<file path="config.mk">
export PLATFORM = sky130hd
export DESIGN_NAME = mp_lut_coeff_loader
export DESIGN_NICKNAME = d
export VERILOG_FILES = /design/src/rtl/mp_lut_coeff_loader.sv
export SDC_FILE = /design/constraint.sdc
export NUM_CORES = 1
export LEC_CHECK = 0
export BUFFER_PORTS_ARGS = -buffer_cell sky130_fd_sc_hd__buf_2
export CAP_MARGIN = 20
export CORE_ASPECT_RATIO = 1.75
export CORE_MARGIN = 8
export CORE_UTILIZATION = 51
export CTS_CLUSTER_DIAMETER = 40
export DETAILED_ROUTE_END_ITERATION = 7
export PLACE_DENSITY = 0.8
export SYNTH_ARGS = -nofsm -noshare
export SYNTH_HDL_FRONTEND = slang
export SYNTH_SLANG_ARGS = --single-unit
export TNS_END_PERCENT = 100
</file>
<file path="constraint.sdc">
create_clock -name AXI_clk_i -period 2.3 [get_ports AXI_clk_i]
set_input_delay 0.115 -clock AXI_clk_i [delete_from_list [all_inputs] [get_ports AXI_clk_i]]
set_output_delay 0.115 -clock AXI_clk_i [all_outputs]
set_load 0.005 [all_outputs]
</file>
<file path="src/rtl/mp_lut_coeff_loader.sv">
// Coefficient loader for the MP LUT bank: turns an AXI-Stream of I/Q entries into
// LUT write-port transactions, checking frame length and tracking complete tables.
module mp_lut_coeff_loader #(
  parameter int M           = 3,
  parameter int LUT_NUM     = M + 1,
  parameter int RESOLUTION  = 4096,
  parameter int COEFF_WIDTH = $clog2(RESOLUTION),
  parameter int NUM_W       = $clog2(M) + 1
) (
  input  logic                   AXI_clk_i,
  input  logic                   reset_i,
  input  logic                   start_i,
  input  logic [NUM_W-1:0]       lut_sel_i,
  input  logic                   all_luts_i,
  input  logic [31:0]            s_axis_tdata,
  input  logic                   s_axis_tvalid,
  output logic                   s_axis_tready,
  input  logic                   s_axis_tlast,
  output logic [31:0]            coeff_data_o,
  output logic [COEFF_WIDTH-1:0] coeff_addr_o,
  output logic [NUM_W-1:0]       coeff_num_o,
  output logic                   coeff_en_o,
  output logic                   busy_o,
  output logic                   done_o,
  output logic                   err_o,
  output logic [LUT_NUM-1:0]     lut_loaded_o
);

  typedef enum logic [1:0] {IDLE = 2'd0, LOAD = 2'd1, DRAIN = 2'd2} state_t;

  localparam logic [NUM_W-1:0]       LAST_LUT  = NUM_W'(M);
  localparam logic [COEFF_WIDTH-1:0] LAST_ADDR = COEFF_WIDTH'(RESOLUTION - 1);

  state_t                 state_q, state_d;
  logic [COEFF_WIDTH-1:0] cnt_q, cnt_d;
  logic [NUM_W-1:0]       cur_lut_q, cur_lut_d;
  logic                   all_luts_q, all_luts_d;
  logic                   tready_q, tready_d;
  logic [31:0]            data_q, data_d;
  logic [COEFF_WIDTH-1:0] addr_q, addr_d;
  logic [NUM_W-1:0]       num_q, num_d;
  logic                   en_q, en_d;
  logic                   busy_q, busy_d;
  logic                   done_q, done_d;
  logic                   err_q, err_d;
  logic [LUT_NUM-1:0]     loaded_q, loaded_d;
  logic                   beat;
  logic                   illegal;

  always_comb begin
    state_d    = state_q;
    cnt_d      = cnt_q;
    cur_lut_d  = cur_lut_q;
    all_luts_d = all_luts_q;
    data_d     = data_q;
    addr_d     = addr_q;
    num_d      = num_q;
    en_d       = 1'b0;
    done_d     = 1'b0;
    err_d      = err_q;
    loaded_d   = loaded_q;
    illegal    = 1'b0;
    beat       = s_axis_tvalid && tready_q;

    case (state_q)
      IDLE: begin
        if (start_i) begin
          if (lut_sel_i > LAST_LUT) begin
            err_d   = 1'b1;
            illegal = 1'b1;
          end else begin
            err_d = 1'b0;
            for (int unsigned n = 0; n < LUT_NUM; n++) begin
              if ((n >= 32'(lut_sel_i)) && (all_luts_i || (n == 32'(lut_sel_i))))
                loaded_d[n] = 1'b0;
            end
            cur_lut_d  = lut_sel_i;
            cnt_d      = '0;
            all_luts_d = all_luts_i;
            state_d    = LOAD;
          end
        end
      end
      LOAD: begin
        if (beat) begin
          en_d   = 1'b1;
          data_d = s_axis_tdata;
          addr_d = cnt_q;
          num_d  = cur_lut_q;
          if (cnt_q != LAST_ADDR) begin
            if (s_axis_tlast) begin
              err_d   = 1'b1;
              state_d = IDLE;
            end else begin
              cnt_d = cnt_q + 1'b1;
            end
          end else if (s_axis_tlast) begin
            for (int unsigned n = 0; n < LUT_NUM; n++) begin
              if (n == 32'(cur_lut_q)) loaded_d[n] = 1'b1;
            end
            if (all_luts_q && (cur_lut_q < LAST_LUT)) begin
              cur_lut_d = cur_lut_q + 1'b1;
              cnt_d     = '0;
            end else begin
              done_d  = 1'b1;
              state_d = IDLE;
            end
          end else begin
            err_d   = 1'b1;
            state_d = DRAIN;
          end
        end
      end
      DRAIN: begin
        if (beat && s_axis_tlast) state_d = IDLE;
      end
      default: state_d = IDLE;
    endcase

    // Status outputs are registered, so they are derived from the next state.
    tready_d = (state_d != IDLE);
    busy_d   = (state_d != IDLE) || illegal;
  end

  always_ff @(posedge AXI_clk_i) begin
    if (reset_i) begin
      state_q    <= IDLE;
      cnt_q      <= '0;
      cur_lut_q  <= '0;
      all_luts_q <= 1'b0;
      tready_q   <= 1'b0;
      data_q     <= '0;
      addr_q     <= '0;
      num_q      <= '0;
      en_q       <= 1'b0;
      busy_q     <= 1'b0;
      done_q     <= 1'b0;
      err_q      <= 1'b0;
      loaded_q   <= '0;
    end else begin
      state_q    <= state_d;
      cnt_q      <= cnt_d;
      cur_lut_q  <= cur_lut_d;
      all_luts_q <= all_luts_d;
      tready_q   <= tready_d;
      data_q     <= data_d;
      addr_q     <= addr_d;
      num_q      <= num_d;
      en_q       <= en_d;
      busy_q     <= busy_d;
      done_q     <= done_d;
      err_q      <= err_d;
      loaded_q   <= loaded_d;
    end
  end

  assign s_axis_tready = tready_q;
  assign coeff_data_o  = data_q;
  assign coeff_addr_o  = addr_q;
  assign coeff_num_o   = num_q;
  assign coeff_en_o    = en_q;
  assign busy_o        = busy_q;
  assign done_o        = done_q;
  assign err_o         = err_q;
  assign lut_loaded_o  = loaded_q;

endmodule

</file>
### Word-level counts from Yosys, hierarchy flattened

Cells that the tools add are included.

* register bits: 74
* bits of input ports: 41
* output and inout port bits: 56

* add/sub/neg operators: 2
* $lt $le $gt $ge: 6
* eq/ne operators: 28
* mux-type cells: 49
* bitwise gates (word level): 4
* reduce and logical (&&, ||, !) cells: 28

Operator list (number)
* 12-bit two-way mux: 7
* 8-bit AND reduction: 4
* 2-bit inequality test, second input constant: 14
* 12-bit case mux with 2 select lines: 1
* 4-bit two-way mux: 5
* 1-bit two-way mux: 18
* 3-bit two-way mux: 6
* 2-bit two-way mux: 8
* 3-bit inequality test, second input constant: 5
* 7-bit AND reduction: 2
* 12-bit by 1-bit adder with 12-bit output, second input constant: 1
* 2-bit by 3-bit equality test with 1-bit output, first input constant: 4
* 12-bit inequality test, second input constant: 1
* 4-bit case mux with 2 select lines: 1
* 1-bit logical AND: 7
* 1-bit by 3-bit equality test with 1-bit output, first input constant: 2
* 1-bit by 3-bit greater-or-equal comparator with 1-bit output, first input constant: 2
* 2-bit by 3-bit greater-or-equal comparator with 1-bit output, first input constant: 2
* 3-bit logical NOT: 2
* 2-bit case mux with 3 select lines: 1
* 3-bit case mux with 2 select lines: 1
* 1-bit logical OR: 5
* 5-bit AND reduction: 1
* 5-bit OR reduction: 1
* 12 further kinds: 16

### Logic depth before layout (Yosys ltp)

* word-level depth: 9
* mapped depth: 7
* depth with buffers taken out: 6

### Least setup slack after synthesis

OpenSTA, ideal clock, no wires.

* kind: register -> register
* start: register cnt_q[0]
* end: register busy_q, in the netlist busy_o
* arrival: 1729 ps
* required time: 2161 ps
* slack: 433 ps
* stages on the path, launching flop included: 8
* buffers on the path: 1
* cell sequence: dfxtp_1 -> ha_1 -> and4_1 -> and3_1 -> buf_2 -> and3_1 -> o31ai_1 -> o21ai_0

* word-level cells in the longest chain between the ends: 6

Ends and longest elaborated chain
* from (decl): line 35 `logic [COEFF_WIDTH-1:0] cnt_q, cnt_d;`
* from (signal assigned): line 142 `cnt_q <= cnt_d;`
* 12-bit inequality test: line 90 `if (cnt_q != LAST_ADDR) begin`
* 2-bit two-way mux: line 90
* 2-bit two-way mux: line 85 `if (beat) begin`
* 2-bit case mux with 3 select lines: line 65 `case (state_q)`
* 2-bit nonzero test: line 122 `busy_d = (state_d != IDLE) || illegal;`
* 1-bit logical OR: line 122
* to (signal assigned): line 150 `busy_q <= busy_d;`
* to (decl): line 43 `logic busy_q, busy_d;`

Every way passes these cells.
A chain may end at the register's enable or synchronous reset.

### Worst setup path after layout

* start: register cnt_q[0]
* end: register cnt_q[8]

* word-level cells in the longest chain between the ends: 5
* elaborated cells on any way between the ends: 10

Ends and longest elaborated chain
* 12-bit by 1-bit adder with 12-bit output: line 95 `cnt_d = cnt_q + 1'b1;`
* 12-bit two-way mux: line 91 `if (s_axis_tlast) begin`
* 12-bit two-way mux: line 90
* 12-bit two-way mux: line 85
* 12-bit case mux with 2 select lines: line 65

Parallel ways exist; a longest one is shown, timed or not. The select of a mux whose other input is x is not followed.

==> results.yml <==
grt:
  grt_overflow: 0
  gr-usage-all-layers_pct: 20.7
  antenna_found_initial: 1
  grt_pass1_vias: 3166
  grt_max_degree: 48
  grt_pass1_wl_mm: 14.6
synth:
  synth-edff-count: 0
  yosys.area.top_type_share_pct: 47.9
  synth_flop_cell: "dfxtp_1"
  synth_top_cell_by_area: "dfxtp_1"
  synth-seq-cells: 74
  synth_area_leaders: "dfxtp_1 (48%), nand2_1 (14%), a21oi_1 (10%), ha_1 (2.4%), nor2_1 (2.3%)"
  ys_seq_area_share_pct: 47.9
  syn_inst: 392
  yosysWarnings: 0
  synth_nets: 439
  synth_cell_types: 45
  synthArstFlopShare_pct: 0
  synth_area_per_cell_um2: 7.89
  syn-cell-area_um2: 3090
sta:
  period_needed_ns: 2.08
  hold_ws_ns: 0.0108
  rsz0062_at_grt: "false"
  max_freq_mhz: 481
  hold_viol_final: 0
  period_share_pct: 90.4
  relSlewSlack_pct: 57.8
  report.final.setup_viol: 0
  slew_viol_final: 0
  finalSetupTns_ns: 0
  tightest_slew_ns: 0.617
  fin_worst_skew_ns: 0.00551
layout:
  multi_input_area_um2: 1500
  final_layout_size_suffix_gt1_share_pct: 24.8
  instances_no_fill: 591
  nets: 555
  final_util_pct: 69.6
  regArea_um2: 1480
  fin_area_um2: 4090
  syn2layout_area_growth_pct: 32.3
  num-fill-cells: 469
critical_path:
  rrSetupSlack_ns: 0.22
  critPathCaptureType: "flip-flop"
  r2r-end: "cnt_q[8]"
  r2r_cells: 6
  cp.arrival_ns: 2.35
  cp-start-kind: "flip-flop"
  reg2reg_from: "cnt_q[0]"
  crit_type: "reg2reg"
  cp.required_ns: 2.57
  cp_max_fo: 6
placement:
  placed_area_um2: 3680
  gp_congestion: 0.944
  dp.cells: 553
  portBuffers: 96
  hpwl_mm: 6.15
die:
  die_h_um: 119
  num_rows: 37
  dieWidth_um: 74.9
  io_pins: 97
  start_util_pct: 52.6
  die_area_um2: 8910
  core_area_um2: 5880
drt:
  postRouteAntennaNets: 0
  num_vias: 3159
  drtIter0Drc: 316
  drcViolationCount: 0
  wire_per_inst_um: 15.2
  routed_wl_mm: 8.98
  viasPerCell: 5.35
  dr.pass1.iters: 4
cts:
  cts_tree: "built"
  cts_buffers: 9
  cts_root_buf: "clkbuf_8"
  cts_sinks: 74
  max-clock-path-buffers: 2
  clk_latency_ns: 0.35
  ctsResizeCount: 0
  htreeDepth: 3
  clk_pin_slew_ns: 0.07
worst_hold_path:
  hp-class: "in2reg"
  hold_depth: 3
  hp-start: "s_axis_tdata[2]"
  hold_path_end: "coeff_data_o[2]"
pwr:
  powerDensity_nw_per_um2: 615
  peakVddDrop_v: 0.000390
  power.leakage_nw: 1.71
outcome:
  outcome: "completed"
job:
  drv_cap: 0
==> Yosys cell counts, types with 2 or more instances <==
cell type / n
a211oi_1: 4
a21oi_1: 62
a31oi_1: 4
and3_1: 4
and4_1: 2
buf_1: 3
buf_2: 3
clkbuf_1: 18
dfxtp_1: 74
ha_1: 6
inv_1: 7
nand2_1: 112
nand2b_1: 4
nand3_1: 14
nand4_1: 2
nor2_1: 19
nor3_1: 2
nor4_1: 4
o21ai_0: 10
o31ai_1: 5
or3_1: 2
or4_1: 2
xnor2_1: 3
xor2_1: 5
==> layout by cell type (no fill, tap or decap), drive strengths merged, types with 6 or more instances in the layout <==
master	Yosys	layout
nand2	112	112
buf	6	107
dfxtp	74	74
a21oi	62	62
dlygate4sd3	0	22
nor2	20	20
nand3	14	14
clkbuf	18	12
o21ai	11	11
inv	7	7
ha	6	6
==> flip-flops by register name, summed over array words and instances (netlist names) <==
| register | flops |
|---|---|
| done_o | 1 |
| all_luts_q | 1 |
| coeff_num_o | 3 |
| coeff_en_o | 1 |
| busy_o | 1 |
| s_axis_tready | 1 |
| coeff_data_o | 32 |
| lut_loaded_o | 4 |
| cur_lut_q | 3 |
| coeff_addr_o | 12 |
| err_o | 1 |
| cnt_q | 12 |
| state_q | 2 |
==> cell families (layout without fill, tap and decap cells) <==
| logic type | Yosys count | after routing | share of synthesized area [%] |
|---|---|---|---|
| compound gates | 98 | 98 | 18.6 |
| xor+xnor | 8 | 8 | 2.27 |
| fa+ha+maj | 6 | 6 | 2.43 |
| buf+inv | 31 | 151 | 3.88 |
| flops | 74 | 74 | 47.9 |
| other cells | 0 | 1 | 0 |
| simple gates | 175 | 175 | 24.9 |
==> per-layer routing <==
metal  global-route usage (%)  routed length [um]  vias to the layer above
li1                         -                   -                     1568
met5                        0                   0                        -
met3                     4.20                 641                       22
met4                     11.4                 254                        0
met1                     22.4                3360                     1445
met2                     35.5                4720                      124
==> cell type report <==
| class | instances | share of cell area, % |
|---|---|---|
| multi-input cells | 287 | 36.7 |
| flip-flops and latches | 74 | 36.2 |
| repair buffers | 129 | 19.4 |
| clock buffers | 12 | 3.55 |
| well taps | 78 | 2.39 |
| clock inverters | 3 | 0.979 |
| inverters | 7 | 0.642 |
| diodes | 1 | 0.0612 |
==> worst max-delay path, cell delays in order, from the launching register on <==
cell and delay [ns]:
dfxtp_1 0.43, ha_1 0.25, and4_1 0.28, and3_1 0.22, a21oi_1 0.13, or4_1 0.50, a21boi_0 0.19
==> power by group <==
| part | switching, mW | internal, mW |
|---|---|---|
| clock network | 0.442 | 0.522 |
| registers | 0.0161 | 1.30 |
| logic | 0.128 | 0.107 |
| total | 0.586 | 1.93 |
==> what timing repair did <==
action / CTS / global route
setup buffers: 0 / 0
endpoints found under the hold margin: 22 / 0
hold buffers: 22 / 0
==> metrics by stage <==
| stage | setup slack [ns] | power, mW |
|---|---|---|
| 2_1_floorplan | 0.433 | 1.45 |
| 3_3_place_gp | 0.355 | 1.54 |
| 3_5_place_dp | 0.274 | 1.55 |
| 4_1_cts | 0.238 | 2.53 |
| 5_1_grt | 0.0121 | 2.62 |
| 6_report | 0.221 | 2.51 |
==> how the worst max path moves through the flow <==
stage,from,endpoint,depth (start not counted)
after floorplan,cnt_q[0],busy_o,7
after global placement,cnt_q[0],busy_o,7
after detailed placement,cnt_q[0],busy_o,7
after CTS,cnt_q[0],cnt_q[8],6
after global routing,cnt_q[0],cnt_q[8],6
final,cnt_q[0],cnt_q[8],6
Note: power is estimated with default switching activity, not from simulation.
